[src/rtl/led_seg_pkg.sv]
// -----------------------------------------------------------------------------
// led_seg_pkg
//   Shared definitions for the 7-segment scan decoder:
//     seg_code_t   - 3-bit decoded digit code
//     CS_IDLE      - digit-select value with no digit driven (active-low bus)
//     SEG_PATTERN  - segment pattern for each code (index = code)
//     cs_to_index  - converts an active-low one-hot select into a digit index
//                    and reports whether exactly one digit is selected
// -----------------------------------------------------------------------------
package led_seg_pkg;

    typedef logic [2:0] seg_code_t;

    localparam logic [7:0] CS_IDLE = 8'hFF;

    // Code 7 is the blank digit (all segments off).
    localparam logic [7:0] SEG_PATTERN [0:7] = '{
        8'h06, 8'h5B, 8'h4F, 8'h66, 8'h6D, 8'h7D, 8'h07, 8'h00
    };

    function automatic void cs_to_index(
        input  logic [7:0] cs,
        output seg_code_t  idx,
        output logic       onehot_ok
    );
        int unsigned zeros;
        zeros = 0;
        idx   = '0;
        for (int i = 0; i < 8; i++) begin
            if (!cs[i]) begin
                zeros = zeros + 1;
                idx   = seg_code_t'(i);
            end
        end
        onehot_ok = (zeros == 1);
    endfunction

endpackage

[src/rtl/led_seg_lookup.sv]
// -----------------------------------------------------------------------------
// led_seg_lookup
//   Combinational reverse lookup of a segment pattern into its 3-bit code.
//   Ports:
//     seg_i   [7:0]  segment pattern, bit7 = decimal point
//     hit_o          pattern is one of the eight known patterns
//     code_o  [2:0]  decoded code (0 when hit_o is low)
//   Configuration macro: LED_SCAN_DP_MASK_EN - when defined the decimal point
//   is ignored, otherwise a lit decimal point makes every pattern a miss.
// -----------------------------------------------------------------------------
module led_seg_lookup
    import led_seg_pkg::*;
(
    input  logic [7:0] seg_i,
    output logic       hit_o,
    output seg_code_t  code_o
);

    logic [7:0] seg_m;
    logic [7:0] match;

`ifdef LED_SCAN_DP_MASK_EN
    assign seg_m = {1'b0, seg_i[6:0]};
`else
    assign seg_m = seg_i;
`endif

    genvar gi;
    generate
        for (gi = 0; gi < 8; gi++) begin : g_match
            assign match[gi] = (seg_m == SEG_PATTERN[gi]);
        end
    endgenerate

    // Table entries are unique, so at most one match bit is ever set.
    always_comb begin
        hit_o  = |match;
        code_o = '0;
        for (int i = 0; i < 8; i++) begin
            if (match[i]) begin
                code_o = seg_code_t'(i);
            end
        end
    end

endmodule

[src/rtl/led_scan_decoder.sv]
// -----------------------------------------------------------------------------
// led_scan_decoder
//   Watches a scanned 7-segment bus, filters glitches, decodes each stable
//   pattern back to its code and stores it per digit position.
//   Parameters:
//     STABLE_CYCLES  identical synchronized samples needed before capture (1..255)
//     SYNC_STAGES    synchronizer depth on both input buses (2..4)
//   Ports:
//     clk, rst              clock, asynchronous active-high reset
//     smg_in      [7:0]     segment pattern, bit7 = decimal point
//     smg_cs_in   [7:0]     active-low one-hot digit select
//     digit_codes [23:0]    code of digit i on [3*i+2:3*i]
//     digit_valid [7:0]     digit i captured in the current frame
//     frame_done            1-cycle pulse when all 8 digits are captured
//     pattern_err           1-cycle pulse on a stable undecodable pattern
//     err_digit   [2:0]     digit index of the last pattern_err
//   Configuration macro: LED_SCAN_DP_MASK_EN (see led_seg_lookup).
// -----------------------------------------------------------------------------
module led_scan_decoder
    import led_seg_pkg::*;
#(
    parameter int STABLE_CYCLES = 4,
    parameter int SYNC_STAGES   = 2
) (
    input  logic        clk,
    input  logic        rst,
    input  logic [7:0]  smg_in,
    input  logic [7:0]  smg_cs_in,
    output logic [23:0] digit_codes,
    output logic [7:0]  digit_valid,
    output logic        frame_done,
    output logic        pattern_err,
    output logic [2:0]  err_digit
);

    localparam logic [7:0] STABLE_W = 8'(STABLE_CYCLES);

    logic [SYNC_STAGES-1:0][7:0] seg_sync_q;
    logic [SYNC_STAGES-1:0][7:0] cs_sync_q;
    logic [7:0]  seg_s, cs_s;
    logic [7:0]  seg_prev_q, cs_prev_q;
    logic [7:0]  cnt_q, cnt_d;
    logic        captured_q, captured_d;
    logic [23:0] codes_q, codes_d;
    logic [7:0]  valid_q, valid_d;
    logic        frame_done_q, frame_done_d;
    logic        pattern_err_q;
    seg_code_t   err_digit_q, err_digit_d;

    logic        changed, capture, wr_hit, wr_miss;
    seg_code_t   cs_idx;
    logic        cs_ok;
    logic        lk_hit;
    seg_code_t   lk_code;
    logic [7:0]  slot_wr;

    assign seg_s = seg_sync_q[SYNC_STAGES-1];
    assign cs_s  = cs_sync_q[SYNC_STAGES-1];

    led_seg_lookup u_lookup (
        .seg_i  (seg_s),
        .hit_o  (lk_hit),
        .code_o (lk_code)
    );

    assign changed = ({seg_s, cs_s} != {seg_prev_q, cs_prev_q});

    always_comb begin
        if (changed) begin
            cnt_d = '0;
        end else if (cnt_q == STABLE_W) begin
            cnt_d = cnt_q;
        end else begin
            cnt_d = cnt_q + 8'd1;
        end
        cs_to_index(cs_s, cs_idx, cs_ok);
    end

    // The captured flag limits each dwell to a single capture even though the
    // saturated counter keeps reporting STABLE_CYCLES.
    assign capture = !changed && (cnt_d == STABLE_W) && !captured_q && cs_ok;
    assign wr_hit  = capture && lk_hit;
    assign wr_miss = capture && !lk_hit;

    genvar gi;
    generate
        for (gi = 0; gi < 8; gi++) begin : g_slot_wr
            assign slot_wr[gi] = wr_hit && (cs_idx == seg_code_t'(gi));
        end
    endgenerate

    always_comb begin
        captured_d = changed ? 1'b0 : (captured_q | capture);
        // The mask is cleared the cycle after frame_done; a capture landing in
        // that same cycle survives as the only set bit.
        valid_d      = (frame_done_q ? 8'h00 : valid_q) | slot_wr;
        frame_done_d = wr_hit && (valid_d == 8'hFF);
        codes_d      = codes_q;
        for (int i = 0; i < 8; i++) begin
            if (slot_wr[i]) begin
                codes_d[3*i +: 3] = lk_code;
            end
        end
        err_digit_d = wr_miss ? cs_idx : err_digit_q;
    end

    always_ff @(posedge clk or posedge rst) begin
        if (rst) begin
            seg_sync_q    <= '0;
            cs_sync_q     <= {SYNC_STAGES{CS_IDLE}};
            seg_prev_q    <= 8'h00;
            cs_prev_q     <= CS_IDLE;
            cnt_q         <= '0;
            captured_q    <= 1'b0;
            codes_q       <= '0;
            valid_q       <= '0;
            frame_done_q  <= 1'b0;
            pattern_err_q <= 1'b0;
            err_digit_q   <= '0;
        end else begin
            seg_sync_q    <= {seg_sync_q[SYNC_STAGES-2:0], smg_in};
            cs_sync_q     <= {cs_sync_q[SYNC_STAGES-2:0], smg_cs_in};
            seg_prev_q    <= seg_s;
            cs_prev_q     <= cs_s;
            cnt_q         <= cnt_d;
            captured_q    <= captured_d;
            codes_q       <= codes_d;
            valid_q       <= valid_d;
            frame_done_q  <= frame_done_d;
            pattern_err_q <= wr_miss;
            err_digit_q   <= err_digit_d;
        end
    end

    assign digit_codes = codes_q;
    assign digit_valid = valid_q;
    assign frame_done  = frame_done_q;
    assign pattern_err = pattern_err_q;
    assign err_digit   = err_digit_q;

endmodule

[config.mk]
export PLATFORM = sky130hd
export DESIGN_NAME = led_scan_decoder
export DESIGN_NICKNAME = d
export VERILOG_FILES = /design/src/rtl/led_seg_pkg.sv /design/src/rtl/led_seg_lookup.sv /design/src/rtl/led_scan_decoder.sv
export SDC_FILE = /design/constraint.sdc
export NUM_CORES = 1
export LEC_CHECK = 0
export CORE_MARGIN = 2
export CORE_UTILIZATION = 49
export CTS_BUF_LIST = sky130_fd_sc_hd__clkbuf_8
export CTS_CLUSTER_DIAMETER = 120
export DETAILED_ROUTE_END_ITERATION = 10
export PLACE_DENSITY_LB_ADDON = 0.3
export SYNTH_ARGS = -nofsm -noshare
export SYNTH_HDL_FRONTEND = slang
export SYNTH_SLANG_ARGS = --single-unit
[constraint.sdc]
create_clock -name clk -period 5.1 [get_ports clk]
set_input_delay 0.765 -clock clk [delete_from_list [all_inputs] [get_ports clk]]
set_output_delay 0.765 -clock clk [all_outputs]
set_load 0.03 [all_outputs]
==> impl_metrics.ini <==
[setup_path]
timing.critical_path.cells = inv_2 -> ha_4 -> and2b_1 -> nor2_2 -> ha_1 -> nand2b_1 -> buf_4 -> buf_4 -> buf_4 -> buf_4 -> buf_4 -> buf_4 -> buf_4 -> buf_4 -> buf_4 -> buf_4 -> buf_4 -> buf_4 -> o211a_1 -> nor4_4 -> nor3_2 -> xnor2_4 -> or4_1 -> nor3_2
crit_slowest_cell = or4_1
crit_path_start_kind = flip-flop
timing.critical_path.fanout_max = 7
crit_path_start = cs_s[1]$_DFF_PP1_
timing.critical_path.mode_cell = buf_4
arrival_ns = 5.36
timing.critical_path.slowest_cell_delay_ns = 0.63
reg2reg_depth = 24
worstSetupPathType = flip-flop to flip-flop
timing.critical_path.max_delay_family = simple AND/OR/NAND/NOR gates
endpoint_kind = flip-flop
crit_required_ns = 5.38
rr_startpoint = cs_s[1]$_DFF_PP1_
cp.depth = 24
worstPathBufferInverterCount = 13

[die]
core-area_um2 = 8810
num_rows = 34
initial_core_util_pct = 51.1
fp.dieH_um = 99.9
die_width_um = 99.9
dieArea_um2 = 9970
floorplan.io_pins = 55

[global_route]
grt_pass1_vias = 3293
globalRouteOverflowTotal = 0
globalRouteTotalUtil_pct = 20.9
largest_net_degree_at_the_start_of_global_routing = 58
wire_length_of_the_first_global_routing_pass_mm = 16.3
antenna_found_initial = 0

[clock_network]
clk_pin_slew_ns = 0.11
worstSkewPairLatency_ns = 0.37
tritoncts.num_buffers = 9
cts-htree-levels = 3
clockRootBuffer = clkbuf_8
tritoncts = done
clk_path_buf_depth = 2
clock_sink_count = 94

[power]
static-leakage-power_nw = 2.52
power.net_switching_uw = 504
irDropWorstVdd_mv = 0.184
pwr_density_cell_nw_per_um2 = 294
combinationalPowerShare_pct = 21.4
power_report.internal_total_mw = 1.20
p_seq_share_pct = 46.8
netSwitchingFraction_pct = 29.6
clock_power_share_pct = 31.8

[place]
pre_cts_ws_ns = -0.0782
portBuffers = 54
routabilityCongestion = 0.885
dpl_cell_area_um2 = 5180
final_hpwl_from_detailed_placement_mm = 6.25

[layout]
fill_cells = 633
antennaDiodeCount = 0
drive_above_1_share_pct = 31.0
fin_nets = 474
final_design_area_no_fill_um2 = 5800
final_common_cell = dfrtp_1
area_delta_synth_final_pct = 28.9
highest_count_cells_in_the_layout_ignoring_fill_and_taps = dfrtp_1 (70), clkdlybuf4s50_1 (54), buf_4 (28), dfstp_2 (24), xor2_1 (22)

[yosys]
synth_area_per_cell_um2 = 12.3
synth_top_flop_cell = dfrtp_1
synth.distinct_cells = 64
post_synth_instance_area_um2 = 4500
ys_ff_latch = 94
ys_seq_area_share_pct = 52.9
syn-num-nets = 392
synthArstFlopShare_pct = 100
yosysWarnings = 0
synth_edf_count = 0
syn_inst = 365

[timing]
max_slew_margin_pct = 34.9
tightest_slew_ns = 0.972
setup_viol = 0
timing.hold.ws_ns = 0.357
rsz0062_at_grt = yes
hold_viol = 0
finalCritPeriodShare_pct = 99.6
report.final.slew_viol_count = 0
post-route-worst-setup-slack_ns = 0.0202
timing.clock.skew_ns = 0.0104
period_needed_ns = 5.08
fmax_mhz = 197

[job]
max_cap_viol_count = 0

[hold_path]
min_from = seg_sync_q[4]$_DFF_PP0_
worst_hold_path.num_cells = 0
worstHoldPathType = flip-flop to flip-flop

[route]
first_iter_violations = 150
via_per_inst = 5.78
route.final.wire_length_mm = 10.4
drt-pass1-iter-count = 4
wl_per_cell_um = 18.6
route.detailed.drc = 0
dr_total_vias = 3236
drt.antenna.violating_nets = 0

[run_status]
status = finished clean
-- cells in the mapped netlist (4+ instances only) --
library cell,instances,area (µm²)
xnor2_1,8,70.1
nor4_1,7,43.8
nand3_1,11,55.1
nand2_1,13,48.8
nor3_4,4,65.1
mux2_1,9,101
nor2b_1,11,68.8
nand3b_1,4,30.0
inv_1,12,45.0
a21oi_1,4,20.0
nor2_1,19,71.3
dfrtp_1,70,1750
nor4_4,5,106
xor2_1,22,193
o21ai_0,6,30.0
buf_2,5,25.0
a31oi_1,4,25.0
clkbuf_1,7,26.3
a21o_1,9,67.6
dfstp_2,24,631
or3_1,7,43.8
nand4_1,11,68.8
mux2_2,21,236
ha_1,9,113
nor3_1,8,40.0
-- repair_timing --
item / CTS / global route
cloned: 1 / 1
pin swaps: 6 / 19
setup endpoints to repair: 12 / 38
setup buffers: 23 / 2
hold buffers: 0 / 0
gates resized for setup: 7 / 35
-- kinds of logic (layout without fill, tap and decap cells) --
| family | Yosys count | in the layout | synth area share [%] |
|---|---|---|---|
| compound gates | 43 | 43 | 7.17 |
| xor+xnor | 34 | 34 | 7.84 |
| fa+ha+maj | 9 | 9 | 2.50 |
| buf+inv | 26 | 112 | 2.47 |
| flops | 94 | 94 | 52.9 |
| mux | 32 | 32 | 7.95 |
| simple gates | 127 | 128 | 19.1 |
-- power groups by stage --
stage	Clock, mW	Sequential, mW	Combinational (mW)
floorplan	0	0.796	0.199
global placement	0	0.809	0.249
detailed placement	0	0.810	0.255
CTS	0.558	0.796	0.292
global route	0.582	0.801	0.392
finish	0.543	0.798	0.365
-- layer usage --
metal	track usage, %	routed length [µm]	vias up
met3	5.08	539	23
met1	27.0	4400	1633
li1	-	-	1471
met5	0	0	-
met2	34.4	5210	109
met4	8.01	239	0
-- registers in the layout (all words and copies together) (netlist names) --
register / cells
cnt_q: 8
digit_codes: 24
seg_sync_q: 8
frame_done: 1
cs_sync_q: 8
cs_prev_q: 8
pattern_err: 1
seg_s: 8
cs_s: 8
captured_q: 1
digit_valid: 8
err_digit: 3
seg_prev_q: 8
-- worst paths after layout --
path | slack [ns] | to
max | 0.02 | pattern_err$_DFF_PP0_
min reg2reg | 0.36 | seg_s[4]$_DFF_PP0_
min in group asynchronous | 0.77 | digit_codes[13]$_DFFE_PP0P_
max in group asynchronous | 3.23 | digit_valid[5]$_DFF_PP0_
max reg2reg | 0.02 | pattern_err$_DFF_PP0_
min | 0.36 | seg_s[4]$_DFF_PP0_
-- layout make-up --
type	instances	area (µm²)	share of cell area, %
sequential	94	2380	41.0
timing repair buffer	84	796	13.7
inverter	12	46.3	0.798
clock inverter	7	97.6	1.68
clock buffer	9	124	2.13
tap	108	135	2.33
multi-input combinational	246	2220	38.3
-- through the flow --
stage          power, mW  setup TNS [ns]  std cells  utilization (%)
6_report            1.71               0        560             65.9
5_1_grt             1.78           -3.21        560             65.9
4_1_cts             1.65        -0.00288        559             63.6
3_5_place_dp        1.07          -0.582        519             58.8
3_3_place_gp        1.06               0        519             58.8
2_1_floorplan      0.994               0        365                -
Note: power is estimated with default switching activity, not from simulation.
